## config.mk

```make
export PLATFORM = sky130hd
export DESIGN_NAME = irq_priority_ctrl
export DESIGN_NICKNAME = d
export VERILOG_FILES = /design/src/rtl/irq_priority_ctrl.sv
export SDC_FILE = /design/constraint.sdc
export NUM_CORES = 1
export LEC_CHECK = 0
export ABC_AREA = 1
export CAP_MARGIN = 20
export CORE_ASPECT_RATIO = 1.4
export CORE_MARGIN = 5
export CORE_UTILIZATION = 61
export DETAILED_ROUTE_END_ITERATION = 12
export DONT_BUFFER_PORTS = 1
export PLACE_DENSITY = 0.79
export SYNTH_ARGS = -nofsm -noshare
export SYNTH_HDL_FRONTEND = slang
export SYNTH_SLANG_ARGS = --single-unit
```

## constraint.sdc

```tcl
create_clock -name core_clk -period 1.3 [get_ports core_clk]
set_input_delay 0.26 -clock core_clk [delete_from_list [all_inputs] [get_ports core_clk]]
set_output_delay 0.26 -clock core_clk [all_outputs]
set_load 0.03 [all_outputs]
```

## src/rtl/irq_priority_ctrl.sv

```systemverilog
// irq_priority_ctrl: latches, masks and prioritises NUM_SRC interrupt sources onto one
// registered core interrupt line, with a claim/complete handshake and one source in service.
`default_nettype none

module irq_priority_ctrl #(
  parameter int NUM_SRC = 8,
  parameter int ID_W    = $clog2(NUM_SRC + 1)
) (
  input  logic               core_clk,
  input  logic               core_rst,
  input  logic [NUM_SRC-1:0] irq_src_i,
  input  logic               cfg_we_i,
  input  logic               cfg_sel_i,
  input  logic [NUM_SRC-1:0] cfg_wdata_i,
  input  logic               claim_req_i,
  output logic               claim_ack_o,
  output logic [ID_W-1:0]    claim_id_o,
  input  logic               complete_i,
  input  logic [ID_W-1:0]    complete_id_i,
  output logic               irq_o
);

  typedef enum logic [0:0] {
    IDLE = 1'b0,
    BUSY = 1'b1
  } state_t;

  state_t             state;
  logic [NUM_SRC-1:0] enable;
  logic [NUM_SRC-1:0] edge_mode;
  logic [NUM_SRC-1:0] pending;
  logic [NUM_SRC-1:0] src_q;
  logic [ID_W-1:0]    in_service;

  logic [NUM_SRC-1:0] active;
  logic [ID_W-1:0]    winner_id;
  logic               claim_take;
  logic [NUM_SRC-1:0] claim_clr;
  logic [NUM_SRC-1:0] busy_mask;
  logic [NUM_SRC-1:0] set_vec;
  logic [NUM_SRC-1:0] clr_vec;
  logic [NUM_SRC-1:0] pending_nxt;

  assign active = pending & enable;

  // Scan from the top down so the lowest set index is the last assignment and wins.
  always_comb begin
    winner_id = '0;
    for (int i = NUM_SRC - 1; i >= 0; i--) begin
      if (active[i]) winner_id = ID_W'(i + 1);
    end
  end

  assign claim_take = (state == IDLE) && claim_req_i && (winner_id != '0);

  always_comb begin
    claim_clr = '0;
    busy_mask = '0;
    for (int i = 0; i < NUM_SRC; i++) begin
      claim_clr[i] = claim_take && (winner_id == ID_W'(i + 1));
      busy_mask[i] = (state == BUSY) && (in_service == ID_W'(i + 1));
    end
  end

  // A level source being claimed is masked from the claim cycle onward, so a source still
  // high at completion re-pends one cycle after the FSM returns to IDLE.
  assign set_vec = (edge_mode & irq_src_i & ~src_q)
                 | (~edge_mode & irq_src_i & ~busy_mask & ~claim_clr);
  assign clr_vec = claim_clr | (~edge_mode & ~irq_src_i);
  assign pending_nxt = (pending & ~clr_vec) | set_vec;

  always_ff @(posedge core_clk) begin
    if (core_rst) begin
      state       <= IDLE;
      enable      <= '0;
      edge_mode   <= '0;
      pending     <= '0;
      src_q       <= '0;
      in_service  <= '0;
      irq_o       <= 1'b0;
      claim_ack_o <= 1'b0;
      claim_id_o  <= '0;
    end else begin
      src_q       <= irq_src_i;
      irq_o       <= (state == IDLE) && (|active);
      claim_ack_o <= claim_req_i;
      claim_id_o  <= '0;

      if (cfg_we_i && !cfg_sel_i) enable <= cfg_wdata_i;

      if (cfg_we_i && cfg_sel_i) begin
        edge_mode <= cfg_wdata_i;
        pending   <= '0;
      end else begin
        pending   <= pending_nxt;
      end

      case (state)
        IDLE: begin
          if (claim_req_i) begin
            claim_id_o <= winner_id;
            if (winner_id != '0) begin
              in_service <= winner_id;
              state      <= BUSY;
            end
          end
        end
        BUSY: begin
          // in_service is never zero here, so a zero complete ID cannot match.
          if (complete_i && (complete_id_i == in_service)) begin
            in_service <= '0;
            state      <= IDLE;
          end
        end
        default: state <= IDLE;
      endcase
    end
  end

endmodule

`default_nettype wire

```

======== Word level (Yosys, flattened, before mapping) ========
Cells that the tools add are included.
operators by class
  reduce and logical (&&, ||, !) cells .... 28
  bitwise gates (word level) .............. 19
  muxes and demuxes ....................... 16
  equality and inequality tests ........... 20
operators with widths
  cell                count
  $and 8x8->8         8
  $not 8->8           6
  $mux 4              11
  $eq 4x3->1 const B  8
  $or 8x8->8          3
  $logic_and 1x1->1   22
  $eq 4x2->1 const B  4
  $eq 4x1->1 const B  2
  $eq 4x4->1 const B  2
  $pmux 4 s2          1
  $reduce_or 8->1     1
  $eq 4x4->1          1
  $ne 2x1->1 const B  2
  $reduce_bool 4->1   1
  $mux 1              3
  $reduce_and 3->1    1
  $reduce_or 3->1     1
  $ne 2x2->1 const B  1
  $not 1->1           2
  $pmux 1 s2          1
  $reduce_or 2->1     1
  $logic_not 1->1     1
storage, ports and cells
  bits in registers ....................... 43
  bits of input ports ..................... 26
  word-level logic and storage cells ...... 92

======== Depth between registers and ports, before layout ========
  word-level depth ........................ 16
  depth in mapped cells ................... 11

======== Worst setup path before layout ========
OpenSTA, ideal clock, no wires.
  path kind ............................... reg-to-reg
  from .................................... register pending[2]
  to ...................................... register pending[3]
  slack ................................... 0.205 ns
  stages on the path, launching flop included .. 9
  buffers on the path ..................... 0
  arrival time ............................ 0.973 ns
  library setup time ...................... 0.121 ns
  clock period less this slack ............ 1.095 ns
  cells stage by stage .................... dfxtp_1 -> nand2_1 -> nand2_1 -> nor2_4 -> nand4_1 -> inv_1 -> nand4_1 -> nand2_1 -> a21oi_1
on the way
  longest elaborated chain between the ends .. 11
  elaborated cells between the ends (all ways) .. 15
RTL lines
  element                                           RTL line  source
  from (decl)                                       31        logic [NUM_SRC-1:0] pending;
  from (signal assigned)                            95        pending <= pending_nxt;
  $and 8x8->8 *                                     44        assign active = pending & enable;
  $mux 4 * (3 in a row)                             50        if (active[i]) winner_id = ID_W'(i + 1);
  $reduce_bool 4->1                                 54        assign claim_take = (state == IDLE) && claim_req_i && (winner_id != '0);
  $logic_and 1x1->1                                 54
  $logic_and 1x1->1 *                               60        claim_clr[i] = claim_take && (winner_id == ID_W'(i + 1));
  $or 8x8->8 / $not 8->8 (equally long branches)    69, 68
  $not 8->8 / $and 8x8->8 (equally long branches)   70, 68
  $and 8x8->8 / $or 8x8->8 (equally long branches)  70, 68
  $or 8x8->8 *                                      70        assign pending_nxt = (pending & ~clr_vec) | set_vec;
Every way passes the cells marked *; elsewhere a longest branch is shown, timed or not.
A chain may end at the register's enable or synchronous reset.

======== Worst setup path after layout ========
Same ends and word-level chain as after synthesis.

==> impl_metrics.py <==
metrics = {
    "status": {
        "outcome": "completed",
    },
    "die": {
        "core_area_um2": 2910,
        "fp.dieH_um": 75.7,
        "start_util_pct": 64.7,
        "dieArea_um2": 4310,
        "io_pins": 32,
        "num_rows": 23,
        "die_width_um": 56.9,
    },
    "placed_design": {
        "place_ws_ns": -0.0341,
        "gp_congestion": 0.888,
        "io_buffers": 0,
        "dp_hpwl_mm": 3.30,
        "placed_cells": 308,
    },
    "worst_setup_path": {
        "worstPathMaxFanout": 5,
        "end_kind": "register",
        "worst_ep_arrival_time_ns": 1.46,
        "r2r-start": "pending[2]",
        "required_ns": 1.48,
        "start_kind": "register",
        "crit_path_max_incr_delay_ns": 0.34,
        "cpMostUsedCell": "nand4_1",
        "critPathBufInv": 1,
        "cpMaxStageDelayCell": "dfxtp_2",
        "startpoint": "pending[2]",
        "critPathTopFamily": "simple AND/OR/NAND/NOR gates",
        "path_cells": "nand2_2, nand2_4, nor2_4, nand4_1, inv_2, nand4_1, nand2_1, a21oi_1",
        "path_class": "register to register",
    },
    "clocking": {
        "cts_tree": "yes",
        "cts.clk_slew.worst_paths_ns": 0.08,
        "postCtsHoldBufs": 0,
        "cts_sinks": 43,
        "clock_path_buffers": 2,
        "cts_root_buf": "clkbuf_8",
        "htreeDepth": 2,
        "clk_latency_ns": 0.30,
        "numCtsBuffers": 5,
    },
    "drt": {
        "routed_via_density": 5.35,
        "wirelength_mm": 4.36,
        "met2_length_mm": 2.17,
        "wl_met3_um": 358,
        "first_iter_violations": 51,
        "ant_nets": 0,
        "drt_pass1_iterations": 4,
        "drc_errors": 0,
        "wl_met1_mm": 1.67,
        "via_count": 1695,
        "top_layer_used": "met4",
        "wl_per_cell_um": 13.7,
    },
    "logic_synthesis": {
        "avgSynthCellArea_um2": 7.02,
        "synth_seq_cells": 43,
        "syn-cell-area_um2": 1880,
        "syn_nets": 294,
        "syn_inst": 268,
        "yosysUniqueCellTypes": 26,
        "ys_warn_count": 0,
        "seq_area_frac_synth_pct": 45.7,
    },
    "hold_path": {
        "worstHoldStart": "core_rst",
        "min_path_type": "input pin to register",
    },
    "power_and_ir_drop": {
        "intPower_mw": 2.11,
        "power_mw": 2.84,
        "leakagePower_nw": 1.01,
        "power_frac_comb_pct": 11.5,
        "p_sw_mw": 0.727,
        "p_clk_share_pct": 36.2,
        "swShare_pct": 25.6,
        "power_density_nw_per_um2": 1320,
        "seq_power_share_pct": 52.3,
        "ir_drop_uv": 1230,
    },
    "global_route": {
        "grt_pass1_vias": 1700,
        "overflow": 0,
        "gr-usage-all-layers_pct": 22.2,
        "grt_max_degree": 17,
        "grt_pass1_wl_mm": 7.23,
        "antenna_found_initial": 0,
    },
    "timing": {
        "fin_ws_ns": 0.0221,
        "finalSetupViolations": 0,
        "slew_headroom_pct": 76.6,
        "period_share_pct": 98.3,
        "fin_crit_ns": 1.28,
        "max_freq_mhz": 783,
        "grt_setup_unrepaired": "true",
        "fin_skew_ns": 0.00655,
        "tightest_slew_ns": 0.349,
        "slew_violations": 0,
        "tns_ns": 0,
        "timing.hold.ws_ns": 0.0123,
        "hold_violations": 0,
    },
    "finish": {
        "n_antenna_cell": 0,
        "fin_cells": 317,
        "num-fill-cells": 234,
        "area.growth.synth_to_final_pct": 13.9,
        "fin_nets": 305,
        "drive_gt1_share_pct": 20.4,
    },
    "job": {
        "drv_cap": 0,
    },
}
## metrics by stage
step / area [um^2] / util, %
global route: 2140 / 73.7
detailed placement: 1960 / 67.6
global placement: 1960 / 67.6
floorplan: 1880 / -
CTS: 2080 / 71.7
finish: 2140 / 73.7
## logic make-up (layout without fill, tap and decap cells)
| family | after synthesis | in the layout | share of synthesized area [%] |
|---|---|---|---|
| DFF | 43 | 43 | 45.7 |
| buffers and inverters | 44 | 56 | 9.04 |
| xor gates and xnor gates | 1 | 1 | 0.466 |
| and+or+nand+nor | 134 | 134 | 31.0 |
| AOI/OAI and AO/OA | 46 | 46 | 13.8 |
## power by group through the flow
stage / Sequential [mW] / Combinational (mW) / Clock (mW)
3_3_place_gp: 1.50 / 0.297 / 0
5_1_grt: 1.49 / 0.376 / 1.10
2_1_floorplan: 1.48 / 0.249 / 0
4_1_cts: 1.47 / 0.312 / 1.04
3_5_place_dp: 1.50 / 0.307 / 0
6_report: 1.48 / 0.327 / 1.03
## sequential cells by signal, summed over array words and instances (netlist names)
| name | count |
|---|---|
| edge_mode | 8 |
| enable | 8 |
| pending | 8 |
| src_q | 8 |
| claim_id_o | 4 |
| in_service | 4 |
| claim_ack_o | 1 |
| irq_o | 1 |
| state | 1 |
## synthesized netlist by cell type, drive strengths merged
| library cell | instances | area, um^2 |
|---|---|---|
| nor2 | 63 | 249 |
| nand2 | 49 | 191 |
| dfxtp | 43 | 861 |
| inv | 39 | 146 |
| o21ai | 19 | 95.1 |
| a21oi | 16 | 80.1 |
| nand3 | 11 | 65.1 |
| nand3b | 7 | 52.6 |
| o22a | 4 | 35.0 |
| a31oi | 3 | 18.8 |
| clkbuf | 3 | 11.3 |
| nand4 | 3 | 18.8 |
| buf | 2 | 12.5 |
| o211ai | 1 | 7.51 |
| o21bai | 1 | 7.51 |
| o22ai | 1 | 6.26 |
| o32ai | 1 | 8.76 |
| or2 | 1 | 6.26 |
| xor2 | 1 | 8.76 |
## what timing repair did
action / 4_1_cts / 5_1_grt
setup buffers: 1 / 0
setup endpoints to repair: 3 / 12
resized for setup: 1 / 30
pin swaps: 1 / 3
## routing by layer
| layer | global-route usage [%] | vias up |
|---|---|---|
| met1 | 24.1 | 750 |
| met3 | 6.44 | 15 |
| met2 | 38.4 | 60 |
| li1 | - | 870 |
| met5 | 0 | - |
| met4 | 13.9 | 0 |
## layout make-up
cell class	instances	area, um^2	share of cell area [%]
flip-flops and latches	43	878	41.0
clock buffers	5	68.8	3.21
repair buffers	9	67.6	3.15
multi-input cells	181	892	41.6
inverters	39	146	6.83
clock inverters	3	43.8	2.04
well taps	37	46.3	2.16
## path summary, 6_finish.rpt
check | to | slack (ns) | depth (start not counted)
setup / recovery | pending[3] | 0.02 | 8
hold / removal | in_service[1] | 0.01 | 1
setup reg to reg | pending[3] | 0.02 | 8
hold reg to reg | pending[4] | 0.49 | 2
## cells in the final DEF (no fill, tap or decap), drive strengths merged, types with 4 or more instances in the layout
cell / count
a21oi: 16
buf: 9
clkbuf: 5
dfxtp: 43
inv: 39
nand2: 49
nand3: 11
nand3b: 7
nor2: 63
o21ai: 19
o22a: 4
No activity file was read; power rests on OpenSTA's default activity.
